### src/rtl/i2c_target.sv
// Byte-level I2C target: synchronizes SCL/SDA, detects START/STOP, answers TARGET_ADDR.
// Optional macro I2C_TARGET_GENERAL_CALL_EN also accepts general-call writes (address 7'h00).
module i2c_target #(
    parameter logic [6:0] TARGET_ADDR = 7'h42,
    parameter int         SYNC_STAGES = 2
) (
    input  logic       clk,
    input  logic       reset_n,
    input  logic       scl_in,
    input  logic       sda_in,
    output logic       sda_oe,
    output logic [7:0] rx_data,
    output logic       rx_valid,
    input  logic [7:0] tx_data,
    output logic       tx_req,
    output logic       rw,
    output logic       busy
);

    typedef enum logic [2:0] {
        S_IDLE,
        S_ADDR,
        S_ADDR_ACK,
        S_WR_DATA,
        S_WR_ACK,
        S_RD_DATA,
        S_RD_ACK,
        S_WAIT_STOP
    } state_t;

    logic [SYNC_STAGES-1:0] scl_sync_q, scl_sync_d;
    logic [SYNC_STAGES-1:0] sda_sync_q, sda_sync_d;
    logic                   scl_d1_q, scl_d1_d;
    logic                   sda_d1_q, sda_d1_d;

    state_t     state_q, state_d;
    logic [3:0] cnt_q, cnt_d;
    logic [7:0] shreg_q, shreg_d;
    logic       sda_oe_q, sda_oe_d;
    logic [7:0] rx_data_q, rx_data_d;
    logic       rx_valid_q, rx_valid_d;
    logic       tx_req_q, tx_req_d;
    logic       rw_q, rw_d;
    logic       busy_q, busy_d;

    logic scl_s, sda_s;
    logic scl_rise, scl_fall, start_det, stop_det;
    logic addr_hit;

    always_comb begin
        scl_sync_d = {scl_sync_q[SYNC_STAGES-2:0], scl_in};
        sda_sync_d = {sda_sync_q[SYNC_STAGES-2:0], sda_in};
        scl_d1_d   = scl_s;
        sda_d1_d   = sda_s;
    end

    assign scl_s = scl_sync_q[SYNC_STAGES-1];
    assign sda_s = sda_sync_q[SYNC_STAGES-1];

    // START/STOP require SCL high on both samples so they never coincide with an SCL edge.
    assign scl_rise  = scl_s & ~scl_d1_q;
    assign scl_fall  = ~scl_s & scl_d1_q;
    assign start_det = scl_s & scl_d1_q & sda_d1_q & ~sda_s;
    assign stop_det  = scl_s & scl_d1_q & ~sda_d1_q & sda_s;

`ifdef I2C_TARGET_GENERAL_CALL_EN
    assign addr_hit = (shreg_q[7:1] == TARGET_ADDR) ||
                      ((shreg_q[7:1] == 7'h00) && !shreg_q[0]);
`else
    assign addr_hit = (shreg_q[7:1] == TARGET_ADDR);
`endif

    always_comb begin
        state_d    = state_q;
        cnt_d      = cnt_q;
        shreg_d    = shreg_q;
        sda_oe_d   = sda_oe_q;
        rx_data_d  = rx_data_q;
        rx_valid_d = 1'b0;
        tx_req_d   = 1'b0;
        rw_d       = rw_q;
        busy_d     = busy_q;

        // The read byte is captured during the single cycle tx_req is asserted.
        if (tx_req_q) begin
            shreg_d = tx_data;
        end

        if (start_det) begin
            sda_oe_d = 1'b0;
            cnt_d    = 4'd0;
            state_d  = S_ADDR;
        end else if (stop_det) begin
            sda_oe_d = 1'b0;
            busy_d   = 1'b0;
            cnt_d    = 4'd0;
            state_d  = S_IDLE;
        end else begin
            case (state_q)
                S_ADDR: begin
                    if (scl_rise && (cnt_q < 4'd8)) begin
                        shreg_d = {shreg_q[6:0], sda_s};
                        cnt_d   = cnt_q + 4'd1;
                        if (cnt_q == 4'd7) begin
                            rw_d = sda_s;
                        end
                    end else if (scl_fall && (cnt_q == 4'd8)) begin
                        cnt_d = 4'd0;
                        if (addr_hit) begin
                            state_d  = S_ADDR_ACK;
                            busy_d   = 1'b1;
                            sda_oe_d = 1'b1;
                        end else begin
                            state_d = S_WAIT_STOP;
                        end
                    end
                end
                S_ADDR_ACK: begin
                    if (scl_rise && rw_q) begin
                        tx_req_d = 1'b1;
                    end else if (scl_fall) begin
                        if (rw_q) begin
                            state_d  = S_RD_DATA;
                            sda_oe_d = ~shreg_q[7];
                        end else begin
                            state_d  = S_WR_DATA;
                            sda_oe_d = 1'b0;
                        end
                    end
                end
                S_WR_DATA: begin
                    if (scl_rise && (cnt_q < 4'd8)) begin
                        shreg_d = {shreg_q[6:0], sda_s};
                        cnt_d   = cnt_q + 4'd1;
                        if (cnt_q == 4'd7) begin
                            rx_data_d  = {shreg_q[6:0], sda_s};
                            rx_valid_d = 1'b1;
                        end
                    end else if (scl_fall && (cnt_q == 4'd8)) begin
                        state_d  = S_WR_ACK;
                        sda_oe_d = 1'b1;
                        cnt_d    = 4'd0;
                    end
                end
                S_WR_ACK: begin
                    if (scl_fall) begin
                        state_d  = S_WR_DATA;
                        sda_oe_d = 1'b0;
                    end
                end
                S_RD_DATA: begin
                    // MSB of the shifter is always the bit currently on the wire.
                    if (scl_rise && (cnt_q < 4'd8)) begin
                        shreg_d = {shreg_q[6:0], sda_s};
                        cnt_d   = cnt_q + 4'd1;
                    end else if (scl_fall) begin
                        if (cnt_q < 4'd8) begin
                            sda_oe_d = ~shreg_q[7];
                        end else begin
                            sda_oe_d = 1'b0;
                            cnt_d    = 4'd0;
                            state_d  = S_RD_ACK;
                        end
                    end
                end
                S_RD_ACK: begin
                    if (scl_rise) begin
                        if (!sda_s) begin
                            tx_req_d = 1'b1;
                            cnt_d    = 4'd0;
                            state_d  = S_RD_DATA;
                        end else begin
                            sda_oe_d = 1'b0;
                            state_d  = S_WAIT_STOP;
                        end
                    end
                end
                default: ;
            endcase
        end
    end

    always_ff @(posedge clk or negedge reset_n) begin
        if (!reset_n) begin
            scl_sync_q <= '1;
            sda_sync_q <= '1;
            scl_d1_q   <= 1'b1;
            sda_d1_q   <= 1'b1;
            state_q    <= S_IDLE;
            cnt_q      <= 4'd0;
            shreg_q    <= 8'h00;
            sda_oe_q   <= 1'b0;
            rx_data_q  <= 8'h00;
            rx_valid_q <= 1'b0;
            tx_req_q   <= 1'b0;
            rw_q       <= 1'b0;
            busy_q     <= 1'b0;
        end else begin
            scl_sync_q <= scl_sync_d;
            sda_sync_q <= sda_sync_d;
            scl_d1_q   <= scl_d1_d;
            sda_d1_q   <= sda_d1_d;
            state_q    <= state_d;
            cnt_q      <= cnt_d;
            shreg_q    <= shreg_d;
            sda_oe_q   <= sda_oe_d;
            rx_data_q  <= rx_data_d;
            rx_valid_q <= rx_valid_d;
            tx_req_q   <= tx_req_d;
            rw_q       <= rw_d;
            busy_q     <= busy_d;
        end
    end

    assign sda_oe   = sda_oe_q;
    assign rx_data  = rx_data_q;
    assign rx_valid = rx_valid_q;
    assign tx_req   = tx_req_q;
    assign rw       = rw_q;
    assign busy     = busy_q;

endmodule

### config.mk
export PLATFORM = sky130hd
export DESIGN_NAME = i2c_target
export DESIGN_NICKNAME = d
export VERILOG_FILES = /design/src/rtl/i2c_target.sv
export SDC_FILE = /design/constraint.sdc
export NUM_CORES = 1
export LEC_CHECK = 0
export BUFFER_PORTS_ARGS = -buffer_cell sky130_fd_sc_hd__buf_2
export CAP_MARGIN = 40
export CELL_PAD_IN_SITES_DETAIL_PLACEMENT = 1
export CELL_PAD_IN_SITES_GLOBAL_PLACEMENT = 1
export CORE_MARGIN = 1
export CORE_UTILIZATION = 47
export DETAILED_ROUTE_END_ITERATION = 6
export PLACE_DENSITY_LB_ADDON = 0.1
export SLEW_MARGIN = 20
export SYNTH_ARGS = -nofsm -noshare
export SYNTH_HDL_FRONTEND = slang
export SYNTH_SLANG_ARGS = --single-unit
### constraint.sdc
create_clock -name clk -period 4.03 [get_ports clk]
set_input_delay 0.6045 -clock clk [delete_from_list [all_inputs] [get_ports clk]]
set_output_delay 0.6045 -clock clk [all_outputs]
set_load 0.05 [all_outputs]
-- After elaboration in Yosys (flattened, before gate mapping)
Index checks and enable logic that the tools add are counted.
- logic and storage cells: 134
- bits in registers: 34
- output and inout bits: 13
- reductions and logical operators: 16
- add/subtract/negate cells: 1
- eq/ne operators: 27
- bitwise operators: 14
- multiplexer cells: 62
- magnitude comparators: 1
- operators by type and width (operator ; number):
    $ne A4 B4 Y1 const B ; 14
    $mux W3 ; 15
    $mux W8 ; 5
    $mux W4 ; 9
    $mux W1 ; 28
    $pmux W3 S6 ; 1
    $reduce_and A5 Y1 ; 3
    $reduce_and A13 Y1 ; 1
    $pmux W4 S3 ; 1
    $reduce_and A12 Y1 ; 1
    $ne A5 B5 Y1 const B ; 2
    $eq A3 B3 Y1 const B ; 3
    $reduce_bool A8 Y1 ; 1
    $and A1 B1 Y1 ; 7
    $eq A7 B7 Y1 const B ; 1
    $not A1 Y1 ; 7
    $eq A3 B2 Y1 const B ; 2
    $pmux W1 S6 ; 1
    $reduce_and A6 Y1 ; 1
    $reduce_bool A2 Y1 ; 3
    $ne A5 B1 Y1 const B ; 1
    $reduce_bool A5 Y1 ; 1
    $add A4 B1 Y4 const B ; 1
    $eq A4 B3 Y1 const B ; 1
    other kinds (9) ; 11

-- Longest topological paths before layout
- depth in word-level cells: 8
- gate-level depth with buffers: 7

-- Worst setup path after synthesis
Ideal clock, no wire load.
- path type: flip-flop to flip-flop
- start point: register scl_sync_q[1]
- end point: register state_q[0]
- period minus slack after synthesis: 1.834 ns
- cell stages (with the launch flop): 8
- slack: 2.196 ns
- path buffers: 1
- library setup time: 0.125 ns
- arrival time: 1.709 ns
- cell sequence: dfstp_2 -> buf_6 -> nor2b_1 -> nand3_1 -> a2bb2oi_1 -> a31oi_1 -> o21ai_2 -> mux2_4
- word-level cells in the longest chain between the ends: 5
- elaborated cells between the ends (all ways): 26
- classes of those cells: eq/ne: 11; mux: 2; bitwise: 8; reduce/logical: 5
- RTL lines (item ; RTL line ; source):
    start: declaration ; 31 ; logic [SYNC_STAGES-1:0] scl_sync_q, scl_sync_d;
    start signal: assignment ; 199 ; scl_sync_q <= scl_sync_d;
    $and A1 B1 Y1 or $not A1 Y1 (tied branches) ; 63, 64, 62 ;
    $and A1 B1 Y1 (on tied branches) ; 63, 62, 64 ;
    $and A1 B1 Y1, or another cell as far along ; 63 ; assign start_det = scl_s & scl_d1_q & sda_d1_q & ~sda_s;
    $reduce_bool A8 Y1 (no line), or another cell as far along ; - ;
    $reduce_and A12 Y1 (no line) or $mux W3 (tied branches) ; - ;
    end signal: assignment ; 203 ; state_q <= state_d;
    end: declaration ; 36 ; state_t state_q, state_d;
Parallel ways exist; a longest one is shown, timed or not.
A chain may end at the register's enable or synchronous reset.

-- Worst setup path in the final report
- start point: register state_q[0]
- end point: register state_q[0]
- word-level cells in the longest chain between the ends: 4
- elaborated cells between the ends (all ways): 22
- classes of those cells: eq/ne: 17; mux: 3; reduce/logical: 2
- RTL lines (item ; RTL line ; source):
    $eq A3 B3 Y1, or another cell as far along ; 99 ; case (state_q)
    $pmux W3 S6 ; 99 ;
    $mux W3 ; 93 ; end else if (stop_det) begin
    $mux W3 ; 89 ; if (start_det) begin
Parallel ways exist; a longest one is shown, timed or not.

==> flow_summary.ini <==
[run_status]
status = completed

[logic_synthesis]
synth.top_cell.area_share_pct = 39.2
yosysUniqueCellTypes = 47
synth_cells = 172
ys.flop_type = dfrtp_1
synth_compound_area_share_pct = 16.0
synth-seq-area-share_pct = 48.0
synth_nets = 186
yosysTopAreaCell = dfrtp_1
muxShareOfSynthArea_pct = 12.2
synth_top_family_by_area = simple AND/OR/NAND/NOR gates
synthTopCellsByArea = dfrtp_1 (39%), dfstp_2 (8.8%), mux2_2 (6.3%), mux2i_1 (5.0%), a21oi_1 (3.9%)
ys_warn_count = 0
synthXorXnorAreaFrac_pct = 0.980
syn_area_um2 = 1790
synth-seq-cells = 34
synthArstFlopShare_pct = 100
synth-simple-area-share_pct = 16.8
synth-edff-count = 0
postSynthAreaPerCell_um2 = 10.4
synthAdderAreaFrac_pct = 1.40

[sta]
finalHoldViolCount = 0
setup_viol = 0
skew_ns = 0.00880
fin_worst_hold_slack_ns = 0.260
setup_tns_ns = 0
clock.fmax_ghz = 0.478
fin_crit_sh_pct = 51.9
slew_headroom_pct = 57.6
slew_violations = 0
rsz0062_at_grt = false
period_needed_ns = 2.09
tightest_slew_ns = 0.635

[setup_path]
r2r_setup_slack_ns = 1.94
critPathCaptureType = flip-flop
crit_required_ns = 4.20
crit_arrival_ns = 2.27
critPathMaxFanout = 18
worst_r2r_endpoint = state_q[0]$_DFFE_PN0P_
regToRegStartpoint = state_q[0]$_DFFE_PN0P_
r2r_cells = 6
cp-start-kind = flip-flop
crit_type = flip-flop to flip-flop

[routing]
drt-wirelength-per-cell_um = 17.2
antenna_left = 0
vias = 1393
viasPerCell = 5.71
first_pass_iters = 4
drc_errors = 0
wl_mm = 4.19
drt_iter0_drc = 123

[layout]
area_delta_synth_final_pct = 12.8
drive_above_1_share_pct = 29.1
antenna_cells = 0
nets = 209
fin_area_um2 = 2020
fin_util_pct = 55.1
seq_area_um2 = 858
fillers = 425
multi_input_area_um2 = 846

[place]
gp_congestion = 0.927
hpwlAfterDp_mm = 2.99
numPortBuffers = 24
place_area_um2 = 1910

[clock_tree]
cts_buffers = 5
cts.htree.levels = 2
clkTransAtPathRegs_ns = 0.06
cts_resized = 0
postCtsSetupBuffers = 0
root_buffer = clkbuf_8
clockBufferDepth = 2
cts_tree = yes
worstSkewPairLatency_ns = 0.29
cts_hold_buf = 0
clock_sinks = 34

[die]
die_area_um2 = 4060
num_rows = 22
io_pins = 25
die_x_um = 63.7
initial_core_util_pct = 48.8
die_y_um = 63.7
core-area_um2 = 3660

[run]
drv_cap = 0

[grt]
antenna_found_initial = 0
grt_max_degree = 35
track_usage_pct = 23.8
grt_pass1_vias = 1368
grt_pass1_wl_mm = 7.00
grt.overflow.total = 0

[power_and_ir_drop]
power.total_uw = 1220
ir_worst_vdd_uv = 313
p_per_area_nw_per_um2 = 605
leakage_uw = 0.000889

[hold_path]
hold_path_class = input pin to async pin
[worst max path at each step]
| stage | start | endpoint | slack (ns) | depth (start not counted) |
|---|---|---|---|---|
| 5_1_grt | scl_sync_q[1]$_DFF_PN1_ | state_q[0]$_DFFE_PN0P_ | 1.81 | 6 |
| 3_5_place_dp | scl_sync_q[1]$_DFF_PN1_ | state_q[0]$_DFFE_PN0P_ | 2.01 | 6 |
| 4_1_cts | scl_sync_q[1]$_DFF_PN1_ | state_q[0]$_DFFE_PN0P_ | 1.96 | 6 |
| 3_3_place_gp | state_q[0]$_DFFE_PN0P_ | state_q[0]$_DFFE_PN0P_ | 2.09 | 6 |
| 6_report | state_q[0]$_DFFE_PN0P_ | state_q[0]$_DFFE_PN0P_ | 1.94 | 6 |
| 2_1_floorplan | scl_sync_q[1]$_DFF_PN1_ | state_q[0]$_DFFE_PN0P_ | 2.20 | 7 |
[cell type report]
class                   instances  area share (%)
flip-flops and latches         34            42.6
multi-input cells             123            41.9
repair buffers                 25            6.95
clock buffers                   8            4.47
well taps                      48            2.98
inverters                       6            1.12
[sequential cells by signal, summed over array words and instances, names as in the netlist]
| name | flops |
|---|---|
| rx_data | 8 |
| shreg_q | 8 |
| cnt_q | 4 |
| state_q | 3 |
| scl_sync_q | 2 |
| sda_sync_q | 2 |
| busy | 1 |
| rw | 1 |
| rx_valid | 1 |
| scl_d1_q | 1 |
| sda_d1_q | 1 |
| sda_oe | 1 |
| tx_req | 1 |
[cell families after synthesis]
| kind of cell | count (synthesis) |
|---|---|
| fa+ha+maj | 2 |
| flops | 34 |
| simple gates | 54 |
| compound gates | 45 |
| buf+inv | 15 |
| mux | 20 |
| xor+xnor | 2 |
[placed cells by master, fill, tap and decap left out, types with 2 or more instances in the layout]
cell type / count
dfrtp_1: 28
buf_2: 24
nor2_1: 16
a21oi_1: 14
mux2_2: 10
o21ai_0: 10
nand2_1: 9
mux2i_1: 9
nand3_1: 8
inv_1: 6
clkbuf_8: 6
dfstp_2: 6
nand2b_1: 4
nor3_1: 3
nor2b_1: 3
a31oi_1: 2
nand4b_1: 2
o311ai_0: 2
o31ai_1: 2
o21ai_1: 2
o21ai_2: 2
ha_1: 2
clkbuf_1: 2
[worst max-delay path: stages, from the launching register on]
cell and delay [ns]:
dfrtp_1 0.70, nor3b_1 0.31, o21ai_0 0.25, o21ai_1 0.17, o21ai_2 0.11, o21ai_2 0.12
mux2_4 0.32
[per-stage QoR]
step	std cells	setup slack [ns]
after floorplan	172	2.20
after global placement	235	2.09
after detailed placement	235	2.01
after CTS	243	1.96
after global routing	244	1.81
final	244	1.94
[synth_stat cells, types with 2 or more instances]
cell type / instances
nor2_1: 16
o21ai_1: 2
o31ai_1: 2
nand4b_1: 2
dfstp_2: 6
nand2b_1: 4
a31oi_1: 2
nand3_1: 8
nand2_1: 9
o311ai_0: 2
mux2i_1: 9
buf_2: 4
ha_1: 2
mux2_2: 10
buf_6: 3
o21ai_0: 10
nor3_1: 3
inv_1: 6
nor2b_1: 3
dfrtp_1: 28
a21oi_1: 14
o21ai_2: 2
[power by group]
part | total, uW | leakage [uW] | internal [uW] | switching (uW)
sequential | 529 | 0.000414 | 413 | 116
combinational | 436 | 0.000429 | 189 | 247
clock | 255 | 0.0000455 | 139 | 116
[metal layers]
layer  up-vias  track usage, %  routed length (um)
li1        663               -                   -
met1       686            33.1                1970
met2        34            34.6                1950
met3        10            4.89                 170
met4         0            12.2                 101
met5         -               0                   0
Power figures use the tool's default switching activity.
